===== config.mk =====
export PLATFORM = sky130hd
export DESIGN_NAME = wb_uart_host_bridge
export DESIGN_NICKNAME = d
export VERILOG_FILES = /design/src/rtl/wb_uart_host_pkg.sv /design/src/rtl/uart_8n1_phy.sv /design/src/rtl/wb_uart_host_bridge.sv
export SDC_FILE = /design/constraint.sdc
export NUM_CORES = 1
export LEC_CHECK = 0
export ABC_AREA = 1
export BUFFER_PORTS_ARGS = -buffer_cell sky130_fd_sc_hd__buf_2
export CAP_MARGIN = 20
export CORE_MARGIN = 1.5
export CORE_UTILIZATION = 45
export CTS_CLUSTER_SIZE = 10
export DETAILED_ROUTE_END_ITERATION = 12
export PLACE_DENSITY = 0.75
export SYNTH_ARGS = -nofsm -noshare
export SYNTH_HDL_FRONTEND = slang
export SYNTH_SLANG_ARGS = --single-unit

===== constraint.sdc =====
create_clock -name wb_clk_i -period 2.15 [get_ports wb_clk_i]
set_input_delay 0.1075 -clock wb_clk_i [delete_from_list [all_inputs] [get_ports wb_clk_i]]
set_output_delay 0.1075 -clock wb_clk_i [all_outputs]
set_load 0.05 [all_outputs]

===== src/rtl/wb_uart_host_pkg.sv =====
// Shared definitions for the UART-to-Wishbone host bridge.
// Holds the command/reply byte codes, the command FSM and UART receiver
// state encodings, and the clocks-per-bit helper.
package wb_uart_host_pkg;

   localparam logic [7:0] CMD_WR  = 8'h57;  // 'W'
   localparam logic [7:0] CMD_RD  = 8'h52;  // 'R'
   localparam logic [7:0] RSP_OK  = 8'h4B;  // 'K'
   localparam logic [7:0] RSP_ERR = 8'h45;  // 'E'

   typedef enum logic [2:0] {
      ST_IDLE,
      ST_GET_ADR,
      ST_GET_DAT,
      ST_BUS,
      ST_REPLY
   } state_t;

   typedef enum logic [1:0] {
      RX_IDLE,
      RX_START,
      RX_DATA,
      RX_STOP
   } rx_state_t;

   // Clocks per bit; integer division, caller must keep the result >= 16.
   function automatic int unsigned calc_div(input int unsigned clk_hz,
                                            input int unsigned baud);
      return clk_hz / baud;
   endfunction

endpackage


===== src/rtl/uart_8n1_phy.sv =====
// Bit-level 8N1 UART receiver and transmitter.
//   clk, rst_n        : clock, asynchronous active-low reset
//   rx                : serial input (asynchronous, idle high)
//   tx                : serial output (idle high)
//   rx_data/rx_valid  : received byte, one-clock valid pulse at stop sample
//   rx_ferr           : one-clock pulse when the stop bit sampled low
//   tx_data/tx_valid/tx_ready : byte handshake; ready rises in the last
//                       clock of a stop bit so frames can run back-to-back
module uart_8n1_phy
   import wb_uart_host_pkg::*;
#(
   parameter int unsigned DIV = 16
) (
   input  logic       clk,
   input  logic       rst_n,
   input  logic       rx,
   output logic       tx,
   output logic [7:0] rx_data,
   output logic       rx_valid,
   output logic       rx_ferr,
   input  logic [7:0] tx_data,
   input  logic       tx_valid,
   output logic       tx_ready
);

   localparam int unsigned     CW        = $clog2(DIV);
   localparam logic [CW-1:0]   LAST      = CW'(DIV - 1);
   localparam logic [CW-1:0]   HALF_LAST = CW'(DIV / 2 - 1);

   // ---------------- receiver ----------------
   logic [2:0]    rx_sync;  // [1] synchronized sample, [2] previous sample
   rx_state_t     rx_st, rx_nxt;
   logic [CW-1:0] rx_cnt;
   logic [2:0]    rx_bit;
   logic [7:0]    rx_sh;
   logic          rx_tick;

   assign rx_tick = (rx_st == RX_START) ? (rx_cnt == HALF_LAST) : (rx_cnt == LAST);
   assign rx_data = rx_sh;

   always_comb begin
      rx_nxt = rx_st;
      case (rx_st)
         RX_IDLE:  if (rx_sync[2] && !rx_sync[1]) rx_nxt = RX_START;
         RX_START: if (rx_tick) rx_nxt = rx_sync[1] ? RX_IDLE : RX_DATA;
         RX_DATA:  if (rx_tick && rx_bit == 3'd7) rx_nxt = RX_STOP;
         RX_STOP:  if (rx_tick) rx_nxt = RX_IDLE;
         default:  rx_nxt = RX_IDLE;
      endcase
   end

   always_ff @(posedge clk or negedge rst_n) begin
      if (!rst_n) begin
         rx_sync  <= '1;
         rx_st    <= RX_IDLE;
         rx_cnt   <= '0;
         rx_bit   <= '0;
         rx_sh    <= '0;
         rx_valid <= 1'b0;
         rx_ferr  <= 1'b0;
      end else begin
         rx_sync  <= {rx_sync[1:0], rx};
         rx_st    <= rx_nxt;
         rx_valid <= 1'b0;
         rx_ferr  <= 1'b0;
         if (rx_st == RX_IDLE || rx_tick) rx_cnt <= '0;
         else                             rx_cnt <= rx_cnt + 1'b1;
         if (rx_st == RX_START) rx_bit <= '0;
         if (rx_st == RX_DATA && rx_tick) begin
            rx_sh  <= {rx_sync[1], rx_sh[7:1]};
            rx_bit <= rx_bit + 3'd1;
         end
         if (rx_st == RX_STOP && rx_tick) begin
            rx_valid <= rx_sync[1];
            rx_ferr  <= !rx_sync[1];
         end
      end
   end

   // ---------------- transmitter ----------------
   // The shift register fills with ones, so after the stop bit the line
   // rests high straight from the register with no output mux.
   logic [9:0]    tx_sh;
   logic [CW-1:0] tx_cnt;
   logic [3:0]    tx_bit;
   logic          tx_busy;

   assign tx       = tx_sh[0];
   assign tx_ready = !tx_busy || (tx_bit == 4'd9 && tx_cnt == LAST);

   always_ff @(posedge clk or negedge rst_n) begin
      if (!rst_n) begin
         tx_sh   <= '1;
         tx_cnt  <= '0;
         tx_bit  <= '0;
         tx_busy <= 1'b0;
      end else if (tx_valid && tx_ready) begin
         tx_sh   <= {1'b1, tx_data, 1'b0};
         tx_cnt  <= '0;
         tx_bit  <= '0;
         tx_busy <= 1'b1;
      end else if (tx_busy) begin
         if (tx_cnt == LAST) begin
            tx_cnt <= '0;
            tx_bit <= tx_bit + 4'd1;
            tx_sh  <= {1'b1, tx_sh[9:1]};
            if (tx_bit == 4'd9) tx_busy <= 1'b0;
         end else begin
            tx_cnt <= tx_cnt + 1'b1;
         end
      end
   end

endmodule


===== src/rtl/wb_uart_host_bridge.sv =====
// UART-to-Wishbone host bridge: decodes 'W'/'R' command frames from the
// UART, runs one 32-bit Wishbone classic cycle, and replies on the UART.
//   wb_clk_i, wb_rst_n_i : clock, asynchronous active-low reset
//   uart_rx_i, uart_tx_o : 8N1 serial lines
//   wb_*_o / wb_*_i      : Wishbone B3 classic initiator port
//   busy_o               : high whenever the command FSM is not idle
module wb_uart_host_bridge
   import wb_uart_host_pkg::*;
#(
   parameter int unsigned CLK_FREQ_HZ  = 24000000,
   parameter int unsigned BAUD         = 115200,
   parameter int unsigned BYTE_TIMEOUT = 20,
   parameter int unsigned WB_TIMEOUT   = 255
) (
   input  logic        wb_clk_i,
   input  logic        wb_rst_n_i,
   input  logic        uart_rx_i,
   output logic        uart_tx_o,
   output logic [31:0] wb_adr_o,
   output logic [31:0] wb_dat_o,
   output logic [3:0]  wb_sel_o,
   output logic        wb_we_o,
   output logic        wb_cyc_o,
   output logic        wb_stb_o,
   input  logic [31:0] wb_dat_i,
   input  logic        wb_ack_i,
   input  logic        wb_err_i,
   output logic        busy_o
);

   localparam int unsigned   DIV      = calc_div(CLK_FREQ_HZ, BAUD);
   localparam int unsigned   GAP      = BYTE_TIMEOUT * DIV;
   localparam int unsigned   GW       = $clog2(GAP);
   localparam logic [GW-1:0] GAP_LAST = GW'(GAP - 1);
   localparam logic [7:0]    TMO_LAST = 8'(WB_TIMEOUT - 1);

   state_t        state, nxt;
   logic [7:0]    rx_data;
   logic          rx_valid, rx_ferr, tx_ready, tx_valid;
   logic [1:0]    byte_cnt;
   logic          is_wr;
   logic [31:0]   adr_buf, dat_buf, rsp_buf;
   logic [2:0]    rsp_cnt;
   logic [7:0]    tmo_cnt;
   logic [GW-1:0] gap_cnt;
   logic          collecting, gap_to, term;

   uart_8n1_phy #(.DIV(DIV)) u_phy (
      .clk      (wb_clk_i),
      .rst_n    (wb_rst_n_i),
      .rx       (uart_rx_i),
      .tx       (uart_tx_o),
      .rx_data  (rx_data),
      .rx_valid (rx_valid),
      .rx_ferr  (rx_ferr),
      .tx_data  (rsp_buf[31:24]),
      .tx_valid (tx_valid),
      .tx_ready (tx_ready)
   );

   assign collecting = (state == ST_GET_ADR) || (state == ST_GET_DAT);
   assign gap_to     = collecting && (gap_cnt == GAP_LAST);
   assign term       = (state == ST_BUS) && wb_cyc_o &&
                       (wb_ack_i || wb_err_i || tmo_cnt == TMO_LAST);
   assign tx_valid   = (state == ST_REPLY);
   assign busy_o     = (state != ST_IDLE);

   always_comb begin
      nxt = state;
      case (state)
         ST_IDLE:
            if (rx_valid && (rx_data == CMD_WR || rx_data == CMD_RD)) nxt = ST_GET_ADR;
         ST_GET_ADR:
            if (rx_ferr || gap_to)                 nxt = ST_IDLE;
            else if (rx_valid && byte_cnt == 2'd3) nxt = is_wr ? ST_GET_DAT : ST_BUS;
         ST_GET_DAT:
            if (rx_ferr || gap_to)                 nxt = ST_IDLE;
            else if (rx_valid && byte_cnt == 2'd3) nxt = ST_BUS;
         ST_BUS:
            if (term) nxt = ST_REPLY;
         ST_REPLY:
            if (tx_ready && rsp_cnt == 3'd1) nxt = ST_IDLE;
         default: nxt = ST_IDLE;
      endcase
   end

   always_ff @(posedge wb_clk_i or negedge wb_rst_n_i) begin
      if (!wb_rst_n_i) begin
         state    <= ST_IDLE;
         byte_cnt <= '0;
         is_wr    <= 1'b0;
         adr_buf  <= '0;
         dat_buf  <= '0;
         rsp_buf  <= '0;
         rsp_cnt  <= '0;
         tmo_cnt  <= '0;
         gap_cnt  <= '0;
         wb_adr_o <= '0;
         wb_dat_o <= '0;
         wb_sel_o <= '0;
         wb_we_o  <= 1'b0;
         wb_cyc_o <= 1'b0;
         wb_stb_o <= 1'b0;
      end else begin
         state <= nxt;

         if (!collecting)   byte_cnt <= '0;
         else if (rx_valid) byte_cnt <= byte_cnt + 2'd1;

         if (!collecting || rx_valid) gap_cnt <= '0;
         else                         gap_cnt <= gap_cnt + 1'b1;

         if (state == ST_IDLE && rx_valid)    is_wr   <= (rx_data == CMD_WR);
         if (state == ST_GET_ADR && rx_valid) adr_buf <= {adr_buf[23:0], rx_data};
         if (state == ST_GET_DAT && rx_valid) dat_buf <= {dat_buf[23:0], rx_data};

         // First BUS clock loads the buffers onto the bus (cyc still low),
         // so the last field byte has landed and cyc rises one clock later.
         if (state == ST_BUS) begin
            if (!wb_cyc_o) begin
               wb_cyc_o <= 1'b1;
               wb_stb_o <= 1'b1;
               wb_adr_o <= adr_buf;
               wb_dat_o <= dat_buf;
               wb_we_o  <= is_wr;
               wb_sel_o <= 4'hf;
               tmo_cnt  <= '0;
            end else if (term) begin
               wb_cyc_o <= 1'b0;
               wb_stb_o <= 1'b0;
               // err beats ack; ack beats the timeout.
               if (wb_err_i || !wb_ack_i) begin
                  rsp_buf <= {RSP_ERR, 24'h0};
                  rsp_cnt <= 3'd1;
               end else if (wb_we_o) begin
                  rsp_buf <= {RSP_OK, 24'h0};
                  rsp_cnt <= 3'd1;
               end else begin
                  rsp_buf <= wb_dat_i;
                  rsp_cnt <= 3'd4;
               end
            end else begin
               tmo_cnt <= tmo_cnt + 8'd1;
            end
         end

         if (state == ST_REPLY && tx_ready) begin
            rsp_buf <= {rsp_buf[23:0], 8'h00};
            rsp_cnt <= rsp_cnt - 3'd1;
         end
      end
   end

endmodule


### Yosys cells after proc, flatten, opt, wreduce, memory -nomap -nowiden

Cells that the tools add are included.

| word-level totals | value |
|---|---|
| output and inout bits | 73 |
| logic and storage cells | 164 |
| register bits after elaboration | 243 |
| input port bits | 37 |

| operators by class | value |
|---|---|
| add/subtract/negate cells | 8 |
| mux-type cells | 55 |
| reduce and logical (&&, ||, !) cells | 44 |
| equal/unequal tests | 30 |
| bitwise logic cells | 1 |

Operators by type and width:

| cell | count |
|---|---|
| $mux 32 | 6 |
| $mux 8 | 6 |
| $mux 3 | 15 |
| $mux 10 | 3 |
| $add 8x1->8 const B | 3 |
| $eq 8x7->1 const B | 3 |
| $eq 8x8->1 const B | 3 |
| $logic_and 1x1->1 | 15 |
| $pmux 3 s5 | 1 |
| $mux 2 | 7 |
| $add 13x1->13 const B | 1 |
| $eq 13x13->1 const B | 1 |
| $mux 13 | 1 |
| $mux 1 | 12 |
| $mux 4 | 3 |
| $ne 2x1->1 const B | 6 |
| $reduce_bool 2->1 | 6 |
| $logic_or 1x1->1 | 9 |
| $ne 2x2->1 const B | 4 |
| $pmux 2 s4 | 1 |
| $reduce_and 2->1 | 4 |
| $eq 2x2->1 const B | 3 |
| $eq 3x1->1 const B | 2 |
| $eq 3x2->1 const B | 2 |
| 16 further kinds | 21 |

### Logic depth before layout (Yosys ltp)

| logic depth | value |
|---|---|
| word-level depth | 7 |
| gate-level depth with buffers | 13 |
| depth with buffers taken out | 13 |

### Cells and area by module

Synthesis repeated with hierarchy kept, for this count alone.

| unflattened totals | value |
|---|---|
| cell total of the unflattened synthesis | 1127 |
| area total of the unflattened synthesis | 10463.8 sq um |

By module, submodules not included:

| module | seq. area each (sq um) | cells each | area an instance (sq um) | times used |
|---|---|---|---|---|
| wb_uart_host_bridge | 4854.7 | 851 | 8020.2 | 1 |
| uart_8n1_phy | 1216.2 | 276 | 2443.6 | 1 |

### Least setup slack after synthesis

Ideal clock, no wire load.

| timing | value |
|---|---|
| path kind | register to register |
| start | register wb_cyc_o |
| end | register rsp_buf[1] |
| library setup time | 0.126 ns |
| buffers on the path | 1 |
| required time | 2.024 ns |
| data arrival time | 1.474 ns |
| cell stages (with the launch flop) | 9 |
| setup slack | 0.550 ns |
| clock period less this slack | 1.600 ns |
| path through | dfrtp_1 > inv_2 > nor2_1 > nand2_2 > nand2_4 > inv_2 > buf_6 > nand2_1 > o21ai_0 |

| on the way | value |
|---|---|
| longest elaborated chain between the ends | 4 |
| elaborated cells on any way between the ends | 5 |
| those cells by class | 5 x reduce/logical |

RTL lines:

| what | RTL line | source |
|---|---|---|
| start, declared | wb_uart_host_bridge.sv:23 | `output logic wb_cyc_o,` |
| start signal, assigned | wb_uart_host_bridge.sv:102 | `wb_cyc_o <= 1'b0;` |
| start signal, assigned | wb_uart_host_bridge.sv:121 | `wb_cyc_o <= 1'b1;` |
| start signal, assigned | wb_uart_host_bridge.sv:129 | `wb_cyc_o <= 1'b0;` |
| $logic_and 1x1->1 (2 in a row) | wb_uart_host_bridge.sv:63 | `assign term = (state == ST_BUS) && wb_cyc_o &&` |
| $reduce_bool 2->1 (no source line) | -- |  |
| $reduce_and 3->1 (no source line) (*) | -- |  |
| end signal, assigned | wb_uart_host_bridge.sv:133 | `rsp_buf <= {RSP_ERR, 24'h0};` |
| end signal, assigned | wb_uart_host_bridge.sv:136 | `rsp_buf <= {RSP_OK, 24'h0};` |
| end signal, assigned | wb_uart_host_bridge.sv:139 | `rsp_buf <= wb_dat_i;` |
| end, declared | wb_uart_host_bridge.sv:42 | `logic [31:0] adr_buf, dat_buf, rsp_buf;` |

Every way passes the cells marked *; elsewhere a longest branch is shown, timed or not.
A chain may end at the register's enable or synchronous reset.

### Final worst setup path

| timing | value |
|---|---|
| start | register u_phy.tx_cnt[0] |
| end | register rsp_buf[6] |

| on the way | value |
|---|---|
| longest elaborated chain between the ends | 6 |
| elaborated cells on any way between the ends | 9 |
| those cells by class | 1 x eq/ne; 1 x mux; 7 x reduce/logical |

RTL lines:

| what | RTL line | source |
|---|---|---|
| start, declared | uart_8n1_phy.sv:84 | `logic [CW-1:0] tx_cnt;` |
| start signal, assigned | uart_8n1_phy.sv:109 | `tx_cnt <= tx_cnt + 1'b1;` |
| $eq 8x8->1 (*) | uart_8n1_phy.sv:89 | `assign tx_ready = !tx_busy \|\| (tx_bit == 4'd9 && tx_cnt == LAST);` |
| $logic_and 1x1->1 (*) | uart_8n1_phy.sv:89 |  |
| $logic_or 1x1->1 (*) | uart_8n1_phy.sv:89 |  |
| $logic_and 1x1->1 (*) | wb_uart_host_bridge.sv:147 | `if (state == ST_REPLY && tx_ready) begin` |
| $reduce_bool 2->1 (no source line) | -- |  |
| $reduce_and 3->1 (no source line) | -- |  |
| end signal, assigned | wb_uart_host_bridge.sv:136 |  |
| end signal, assigned | wb_uart_host_bridge.sv:139 |  |
| end signal, assigned | wb_uart_host_bridge.sv:148 | `rsp_buf <= {rsp_buf[23:0], 8'h00};` |

Marked as above.

==> impl_metrics.tcl <==
set metrics [dict create \
    status "completed" \
    fin_crit_ps 1930 \
    fin_area_mm2 0.0123 \
    combPwrFrac_pct 4.4 \
    utilization_pct 54.6 \
    cts_tree "done" \
    p_int_mw 7.28 \
    routedWlPerCell_um 14.2 \
    rows 55 \
    worst_hold_slack_ps 37.6 \
    slew_viol_final 0 \
    cts_buffer_depth 3 \
    clockPowerShare_pct 45.9 \
    rsz0062_at_grt "no" \
    grt_max_degree 93 \
    synth-seq-cells 242 \
    final_common_cell "nand2_1" \
    worstPathRequired_ps 2600 \
    gp_congestion 0.826 \
    dpl.hpwl_um 14500 \
    power_mw 9.39 \
    drv_cap 0 \
    drtAntennaViolNets 0 \
    p_switching_mw 2.10 \
    die_y_um 155 \
    syn_area_mm2 0.0103 \
    grt_pass1_vias 7688 \
    cellLeakagePower_nw 5.93 \
    worst-slew-pin-transition_ps 661 \
    place_area_mm2 0.0111 \
    start_kind "register" \
    crit_chain "ha_1 > nand2_1 > nor2_2 > nand3_1 > nand2_2 > nand2_4 > nand2_4 > inv_2 > nand2_1 > o21ai_1" \
    nFillCells 1968 \
    drc_errors 0 \
    slowest_delay_ps 410 \
    dieArea_mm2 0.0239 \
    cts_root_buffer "clkbuf_16" \
    slowest_stage "inv_2" \
    netlist.area_leader.share_pct 55.7 \
    ys_types 39 \
    clk_latency_ps 550 \
    postCtsResizedCells 0 \
    preCtsSetupSlack_ps 242 \
    hp-class "in -> reg" \
    drive_gt1_share_pct 17.9 \
    fin_crit_sh_pct 89.6 \
    fp.dieW_um 155 \
    grt_usage_pct 19.2 \
    dr_total_vias 7766 \
    vias_per_cell 4.99 \
    worstSetupEndpointType "register" \
    setup_violations 0 \
    peakVddDrop_mv 0.584 \
    tns_ps 0 \
    numCtsBuffers 28 \
    coreArea_mm2 0.0226 \
    netlist_instances 1108 \
    swShare_pct 22.4 \
    yosysSeqAreaShare_pct 58.8 \
    diodes 0 \
    synth_top_cell_by_area "dfrtp_1" \
    dp_cells 1471 \
    synth_ff_type "dfrtp_1" \
    powerDensity_mw_per_mm2 762 \
    slew_headroom_pct 55.4 \
    htreeDepth 1 \
    cts.sinks 242 \
    drt-total-wl_um 22200 \
    crit_type "reg -> reg" \
    layout_common_cells "277 x nand2_1, 230 x dfrtp_1, 148 x o21ai_0" \
    cts.clk_slew.worst_paths_ps 60 \
    syn_nets 1157 \
    grt_overflow 0 \
    io_buffer_count 109 \
    fmax_mhz 519 \
    timing.final.ws_setup_ps 223 \
    synth_edf_count 0 \
    finClkSkew_ps 26.2 \
    p_seq_share_pct 49.7 \
    nets 1299 \
    critPathMaxFanout 31 \
    synthArstFlopShare_pct 100 \
    antenna_found_initial 0 \
    synth_area_leaders "dfrtp_1 56%, nand2_1 10%, o21ai_0 7.2%" \
    fin_cells 1556 \
    finalHoldViolCount 0 \
    grt_pass1_wl_um 37800 \
    drt_iter0_markers 485 \
    ys_warn_count 0 \
    syn2layout_area_growth_pct 19.2 \
    drtPass1Iterations 5 \
    io_pins 110 \
    synth.avg_cell_area_um2 9.32 \
    crit_arrival_ps 2380 \
    floorplan.initialDensity_pct 45.8 \
]
layer usage:
layer	GRT usage, %	part of all wire [%]
met4	3.94	1.4
met2	32.5	48
met3	3.03	5.1
met5	0	0
met1	26.5	45
repair_timing:
item | CTS | global route
hold buffers | 34 | 0
hold endpoints to repair | 162 | 0
setup buffers | 0 | 0
synthesized netlist by cell type (4+ instances only):
library cell	number
nor2_1	55
mux2_2	16
nand3_1	56
o21ai_1	7
dfrtp_1	230
buf_6	11
buf_2	13
nand4_1	25
inv_2	10
clkbuf_1	17
o21ai_2	9
buf_4	7
o21ai_0	148
nand2_2	7
a21oi_1	16
nand2_1	278
o31ai_1	5
inv_1	121
nor3_1	10
xor2_1	11
ha_1	12
dfstp_2	12
nand2_4	4
logic make-up (layout without fill, tap and decap cells):
group,Yosys count,in the layout,synth area share (%)
AOI/OAI and AO/OA,196,196,10.3
buffers and inverters,179,342,7.71
DFF,242,242,58.8
xor gates and xnor gates,13,13,1.10
muxes,16,16,1.74
and+or+nand+nor,450,450,18.9
adders and majority gates,12,12,1.45
cell type report:
class	count	area (um2)	share of cell area [%]
Sequential cell	242	6070	49.3
Multi-Input combinational cell	687	3470	28.2
Timing Repair Buffer	160	1100	8.90
Clock buffer	50	803	6.52
Inverter	131	492	3.99
Tap cell	285	357	2.89
Clock inverter	1	30.0	0.244
critical path, delay by kind of cell, from the launching register on:
kind                     cells  cell delay [ps]
AO/OA/AOI/OAI                1              100
AND/OR/NAND/NOR              7              680
flip-flops                   1              400
adder cells (fa/ha/maj)      1              220
buffers and inverters        1              410
path summary, 6_finish.rpt:
path	slack, ps	from	endpoint	cells past startpoint
max in group asynchronous	1280	wb_rst_n_i	u_phy.rx_sync[2]	3
setup / recovery	220	u_phy.tx_cnt[0]	rsp_buf[6]	10
setup reg to reg	220	u_phy.tx_cnt[0]	rsp_buf[6]	10
hold reg to reg	350	u_phy.rx_sync[0]	u_phy.rx_sync[1]	0
hold / removal	40	wb_err_i	rsp_buf[27]	6
min in group asynchronous	140	wb_rst_n_i	wb_adr_o[22]	2
power by group through the flow:
stage	clock, mW	combinational (mW)	sequential (mW)
2_1_floorplan	0	0.180	4.74
3_3_place_gp	0	0.356	4.74
3_5_place_dp	0	0.373	4.74
4_1_cts	4.41	0.421	4.67
5_1_grt	4.58	0.477	4.67
6_report	4.30	0.415	4.67
registers in the layout, indices dropped and copies added (netlist names), 9 cells and up, named ones only:
| name | flops |
|---|---|
| adr_buf | 32 |
| wb_adr_o | 32 |
| u_phy.tx_sh | 9 |
| rsp_buf | 32 |
| dat_buf | 32 |
| gap_cnt | 13 |
| wb_dat_o | 32 |
Note: power is estimated with default switching activity, not from simulation.
